### config.mk
export PLATFORM = sky130hd
export DESIGN_NAME = mem_lsu
export DESIGN_NICKNAME = d
export VERILOG_FILES = /design/src/rtl/mem_lsu_pkg.sv /design/src/rtl/mem_lsu_align.sv /design/src/rtl/mem_lsu.sv
export SDC_FILE = /design/constraint.sdc
export NUM_CORES = 1
export LEC_CHECK = 0
export CAP_MARGIN = 20
export CORE_ASPECT_RATIO = 2
export CORE_MARGIN = 3
export CORE_UTILIZATION = 45
export CTS_BUF_LIST = sky130_fd_sc_hd__clkbuf_2
export CTS_CLUSTER_SIZE = 12
export DETAILED_ROUTE_END_ITERATION = 8
export PLACE_DENSITY = 0.8
export SKIP_CTS_REPAIR_TIMING = 1
export SLEW_MARGIN = 20
export SYNTH_ARGS = -nofsm -noshare
export SYNTH_HDL_FRONTEND = slang
export SYNTH_SLANG_ARGS = --single-unit
### constraint.sdc
create_clock -name clk -period 3.65 [get_ports clk]
set_input_delay 0.73 -clock clk [delete_from_list [all_inputs] [get_ports clk]]
set_output_delay 0.73 -clock clk [all_outputs]
set_load 0.01 [all_outputs]
### src/rtl/mem_lsu_pkg.sv
// Shared widths, size/state encodings and address-alignment helpers for the load/store unit.
package mem_lsu_pkg;

  localparam int API_ADDR_WIDTH = 32;
  localparam int API_DATA_WIDTH = 32;

  localparam logic [1:0] LSU_SIZE_BYTE = 2'b00;
  localparam logic [1:0] LSU_SIZE_HALF = 2'b01;
  localparam logic [1:0] LSU_SIZE_WORD = 2'b10;

  typedef enum logic [1:0] {
    ST_IDLE  = 2'b00,
    ST_ISSUE = 2'b01,
    ST_RDATA = 2'b10,
    ST_RESP  = 2'b11
  } lsu_state_e;

  // Size 2'b11 behaves as a word everywhere.
  function automatic logic is_misaligned(input logic [1:0] size, input logic [1:0] lo);
    case (size)
      LSU_SIZE_BYTE: is_misaligned = 1'b0;
      LSU_SIZE_HALF: is_misaligned = lo[0];
      default:       is_misaligned = |lo;
    endcase
  endfunction

  function automatic logic [1:0] align_lo(input logic [1:0] size, input logic [1:0] lo);
    case (size)
      LSU_SIZE_BYTE: align_lo = lo;
      LSU_SIZE_HALF: align_lo = {lo[1], 1'b0};
      default:       align_lo = 2'b00;
    endcase
  endfunction

endpackage

### src/rtl/mem_lsu_align.sv
// Combinational lane logic: write mask, lane-replicated store data and extended load data.
module mem_lsu_align
  import mem_lsu_pkg::*;
(
  input  logic        we,
  input  logic [1:0]  size,
  input  logic        uns,
  input  logic [1:0]  addr_lo,
  input  logic [31:0] wdata,
  input  logic [31:0] rdata,
  output logic [3:0]  wr_mask,
  output logic [31:0] wdata_rep,
  output logic [31:0] ld_data
);

  logic [31:0] byte_shifted;
  logic [31:0] half_shifted;
  logic [7:0]  ld_byte;
  logic [15:0] ld_half;

  assign byte_shifted = rdata >> {addr_lo, 3'b000};
  assign half_shifted = rdata >> {addr_lo[1], 4'b0000};
  assign ld_byte      = byte_shifted[7:0];
  assign ld_half      = half_shifted[15:0];

  always_comb begin
    wr_mask   = 4'b0000;
    wdata_rep = wdata;
    ld_data   = rdata;
    case (size)
      LSU_SIZE_BYTE: begin
        wr_mask   = 4'b0001 << addr_lo;
        wdata_rep = {4{wdata[7:0]}};
        ld_data   = uns ? {24'b0, ld_byte} : {{24{ld_byte[7]}}, ld_byte};
      end
      LSU_SIZE_HALF: begin
        wr_mask   = 4'b0011 << {addr_lo[1], 1'b0};
        wdata_rep = {2{wdata[15:0]}};
        ld_data   = uns ? {16'b0, ld_half} : {{16{ld_half[15]}}, ld_half};
      end
      default: begin
        wr_mask   = 4'b1111;
        wdata_rep = wdata;
        ld_data   = rdata;
      end
    endcase
    if (!we) wr_mask = 4'b0000;
  end

endmodule

### src/rtl/mem_lsu.sv
// Load/store unit in front of the data RAM: one request at a time, 3-cycle loads, 2-cycle stores.
// LSU_MISALIGN_TRAP_EN: misaligned half/word requests return rsp_err_o without a RAM access.
module mem_lsu
  import mem_lsu_pkg::*;
#(
  parameter int ADDR_WIDTH = API_ADDR_WIDTH,
  parameter int DATA_WIDTH = API_DATA_WIDTH
) (
  input  logic                  clk,
  input  logic                  reset_n,
  input  logic                  req_valid_i,
  output logic                  req_ready_o,
  input  logic                  req_we_i,
  input  logic [1:0]            req_size_i,
  input  logic                  req_unsigned_i,
  input  logic [ADDR_WIDTH-1:0] req_addr_i,
  input  logic [DATA_WIDTH-1:0] req_wdata_i,
  output logic                  rsp_valid_o,
  output logic [DATA_WIDTH-1:0] rsp_rdata_o,
  output logic                  rsp_err_o,
  output logic                  ram_en_o,
  output logic [ADDR_WIDTH-1:0] ram_addr_o,
  output logic [DATA_WIDTH-1:0] ram_wdata_o,
  output logic [3:0]            ram_wr_mask_o,
  input  logic [DATA_WIDTH-1:0] ram_rdata_i
);

  lsu_state_e state, state_nxt;

  logic                  we_q;
  logic [1:0]            size_q;
  logic                  uns_q;
  logic [ADDR_WIDTH-1:0] addr_q;
  logic [DATA_WIDTH-1:0] wdata_q;
  logic [DATA_WIDTH-1:0] rdata_q;

  logic                  accept;
  logic                  trap_req;
  logic [1:0]            addr_lo_in;
  logic                  enter_resp;
  logic [3:0]            mask_c;
  logic [DATA_WIDTH-1:0] wdata_c;
  logic [DATA_WIDTH-1:0] ld_c;

  assign accept = req_valid_i && (state == ST_IDLE);

`ifdef LSU_MISALIGN_TRAP_EN
  assign trap_req   = is_misaligned(req_size_i, req_addr_i[1:0]);
  assign addr_lo_in = req_addr_i[1:0];
`else
  // Misaligned requests are silently rounded down to their natural alignment.
  assign trap_req   = 1'b0;
  assign addr_lo_in = align_lo(req_size_i, req_addr_i[1:0]);
`endif

  mem_lsu_align u_align (
    .we        (we_q),
    .size      (size_q),
    .uns       (uns_q),
    .addr_lo   (addr_q[1:0]),
    .wdata     (wdata_q),
    .rdata     (ram_rdata_i),
    .wr_mask   (mask_c),
    .wdata_rep (wdata_c),
    .ld_data   (ld_c)
  );

  always_ff @(posedge clk or negedge reset_n) begin
    if (!reset_n) state <= ST_IDLE;
    else          state <= state_nxt;
  end

  always_comb begin
    state_nxt     = state;
    req_ready_o   = 1'b0;
    rsp_valid_o   = 1'b0;
    ram_en_o      = 1'b0;
    ram_addr_o    = '0;
    ram_wdata_o   = '0;
    ram_wr_mask_o = 4'b0000;
    case (state)
      ST_IDLE: begin
        req_ready_o = 1'b1;
        if (accept) state_nxt = trap_req ? ST_RESP : ST_ISSUE;
      end
      ST_ISSUE: begin
        ram_en_o      = 1'b1;
        ram_addr_o    = {addr_q[ADDR_WIDTH-1:2], 2'b00};
        ram_wdata_o   = wdata_c;
        ram_wr_mask_o = mask_c;
        state_nxt     = we_q ? ST_RESP : ST_RDATA;
      end
      ST_RDATA: state_nxt = ST_RESP;
      default: begin
        rsp_valid_o = 1'b1;
        state_nxt   = ST_IDLE;
      end
    endcase
  end

  always_ff @(posedge clk or negedge reset_n) begin
    if (!reset_n) begin
      we_q    <= 1'b0;
      size_q  <= LSU_SIZE_BYTE;
      uns_q   <= 1'b0;
      addr_q  <= '0;
      wdata_q <= '0;
    end else if (accept) begin
      we_q    <= req_we_i;
      size_q  <= req_size_i;
      uns_q   <= req_unsigned_i;
      addr_q  <= {req_addr_i[ADDR_WIDTH-1:2], addr_lo_in};
      wdata_q <= req_wdata_i;
    end
  end

  // Response registers update only on entry to RESP so they hold between responses.
  assign enter_resp = (state != ST_RESP) && (state_nxt == ST_RESP);

  always_ff @(posedge clk or negedge reset_n) begin
    if (!reset_n)        rdata_q <= '0;
    else if (enter_resp) rdata_q <= (state == ST_RDATA) ? ld_c : '0;
  end

  assign rsp_rdata_o = rdata_q;

`ifdef LSU_MISALIGN_TRAP_EN
  logic err_q;

  always_ff @(posedge clk or negedge reset_n) begin
    if (!reset_n)        err_q <= 1'b0;
    else if (enter_resp) err_q <= (state == ST_IDLE);
  end

  assign rsp_err_o = err_q;
`else
  assign rsp_err_o = 1'b0;
`endif

endmodule

==> reports/metrics.cfg <==
[setup_path]
reg2reg_slack_ns=1.15
end_kind=output port
worstPathMaxFanout=12
r2r-start=state[0]
cp.arrival_ns=2.63
cp.required_ns=2.92
rr_worst_depth=7
critPathLaunchType=register
reg2reg_to=rsp_rdata_o[26]
criticalPathCategory=reg -> out

[floorplan]
die_width_um=82.2
core_area_um2=11400
die_area_um2=13000
io_pins=207
initial_core_util_pct=46.1
fp-row-count=55
die_h_um=158

[drt]
antenna_left=0
first_pass_iters=4
drt_iter0_drc=127
drt_wl_total_mm=15.1
via_per_inst=5.52
routed-via-count=4344
wl_per_cell_um=19.2
drc=0

[timing]
fin_ws_ns=0.286
fin_skew_ns=0.0370
max_freq_mhz=297
hold_viol=0
tightestPinTransition_ns=0.906
fin_crit_sh_pct=92.2
fin_setup_tns_ns=0
max_slew_margin_pct=39.6
slew_viol_final=0
period_minus_slack_ns=3.36
rsz0062_at_grt=no
setup_viol=0

[cells_and_area]
nNetsFinal=747
area_delta_synth_final_pct=43.2
final_common_cell=clkdlybuf4s50_1
fillers=904
drive_gt1_share_pct=18.6
final_core_util_pct=66.0
regArea_um2=2550
multi_input_area_um2=2480
layout_common_cells=clkdlybuf4s50_1, dfrtp_1, mux2_2
fin_area_um2=7490

[clocking]
clock-sinks=102
cts.path.max_buffers=2
worstSkewPairLatency_ns=0.57
root_buffer=clkbuf_2
clk_pin_slew_ns=0.30
htree_levels=3
cts_buffers=9
cts_tree=yes

[grt]
grt_overflow=0
grt_pass1_vias=4599
grt_use_total_pct=23.4
grt_pass1_wl_mm=23.1
grt_max_degree=103
antenna_found_initial=1

[logic_synthesis]
netlist_instances=455
async_flop_share_pct=100
ys_ff_latch=102
synth_edf_count=0
synth.distinct_cells=42
netlist_area_um2=5230
synth_ff_type=dfrtp_1
seq_area_frac_synth_pct=48.8
yosysWarnings=0
synth.avg_cell_area_um2=11.5

[power]
finalPower_mw=5.84
powerDensity_nw_per_um2=780
leakage_nw=3.18
ir_worst_vdd_mv=0.423

[placed_design]
place_ws_ns=0.815
postPlaceCellArea_um2=7360
port_buffers=203
post-dp-hpwl_mm=11.6
place_congestion=0.853

[flow_run]
drv_cap=0

[hold_path]
hold_path_class=in -> async

[run_status]
outcome=finished clean

==> routing by layer <==
metal  part of all wire, %  track usage, %  vias to the layer above
li1                      -               -                     1995
met1                    35            24.7                     2118
met2                    54            41.4                      190
met3                   6.5            6.00                       41
met4                   4.5            11.9                        0
met5                     0               0                        -
==> worst max-delay path: stages (launching register included) <==
cell             delay, ns
dfrtp_2               0.59
nor2_1                0.53
nand2_1               0.12
a21boi_0              0.22
clkdlybuf4s50_1       0.58
==> final cells by class <==
| type | count | area share (%) |
|---|---|---|
| inverter | 7 | 0.351 |
| sequential | 102 | 34.1 |
| clock inverter | 7 | 0.969 |
| timing repair buffer | 212 | 28.4 |
| tap | 142 | 2.37 |
| multi-input combinational | 307 | 33.2 |
| clock buffer | 9 | 0.601 |
| antenna | 1 | 0.0334 |
==> registers in the layout, summed over array words and instances, names as in the netlist <==
name / count
uns_q: 1
size_q: 2
wdata_q: 32
state: 2
addr_q: 32
we_q: 1
rsp_rdata_o: 32
==> per-stage QoR <==
| stage | instances | hold WS [ns] |
|---|---|---|
| 2_1_floorplan | 457 | 0.434 |
| 3_3_place_gp | 770 | 0.462 |
| 3_5_place_dp | 770 | 0.474 |
| 4_1_cts | 786 | 0.142 |
| 5_1_grt | 787 | 0.116 |
| 6_report | 787 | 0.137 |
==> how the worst max path moves through the flow <==
stage / startpoint / to / slack, ns / cells past startpoint
2_1_floorplan: state[1] / ram_wdata_o[10] / 1.43 / 5
3_3_place_gp: size_q[1] / ram_wdata_o[11] / 0.86 / 4
3_5_place_dp: size_q[1] / ram_wdata_o[29] / 0.82 / 5
4_1_cts: size_q[1] / ram_wdata_o[31] / 0.1 / 5
5_1_grt: size_q[0] / ram_wdata_o[15] / 0.09 / 5
6_report: size_q[1] / ram_wdata_o[12] / 0.29 / 4
==> synthesized netlist by cell type (9+ instances only) <==
master	count	area (µm²)
dfrtp_1	102	2550
mux2_2	67	754
nand2_1	44	165
and2_1	38	238
o21ai_0	26	130
mux2i_1	25	250
clkbuf_1	22	82.6
a221o_2	16	180
buf_1	9	33.8
nor2b_1	9	56.3
==> cell families (layout without fill, tap and decap cells) <==
logic type	after synthesis	count (layout)	synth area share, %
other	1	4	0.0717
multiplexers	94	94	20.1
AND/OR/NAND/NOR	106	106	10.8
AO/OA/AOI/OAI	99	99	14.9
buffers and inverters	48	235	4.11
adder cells (fa/ha/maj)	5	5	1.20
flip-flops	102	102	48.8
==> report_power, final <==
| group | internal (mW) | switching [mW] |
|---|---|---|
| combinational | 1.79 | 1.42 |
| clock | 0.162 | 0.394 |
| sequential | 1.66 | 0.420 |
| total | 3.61 | 2.23 |
No activity file was read; power rests on OpenSTA's default activity.
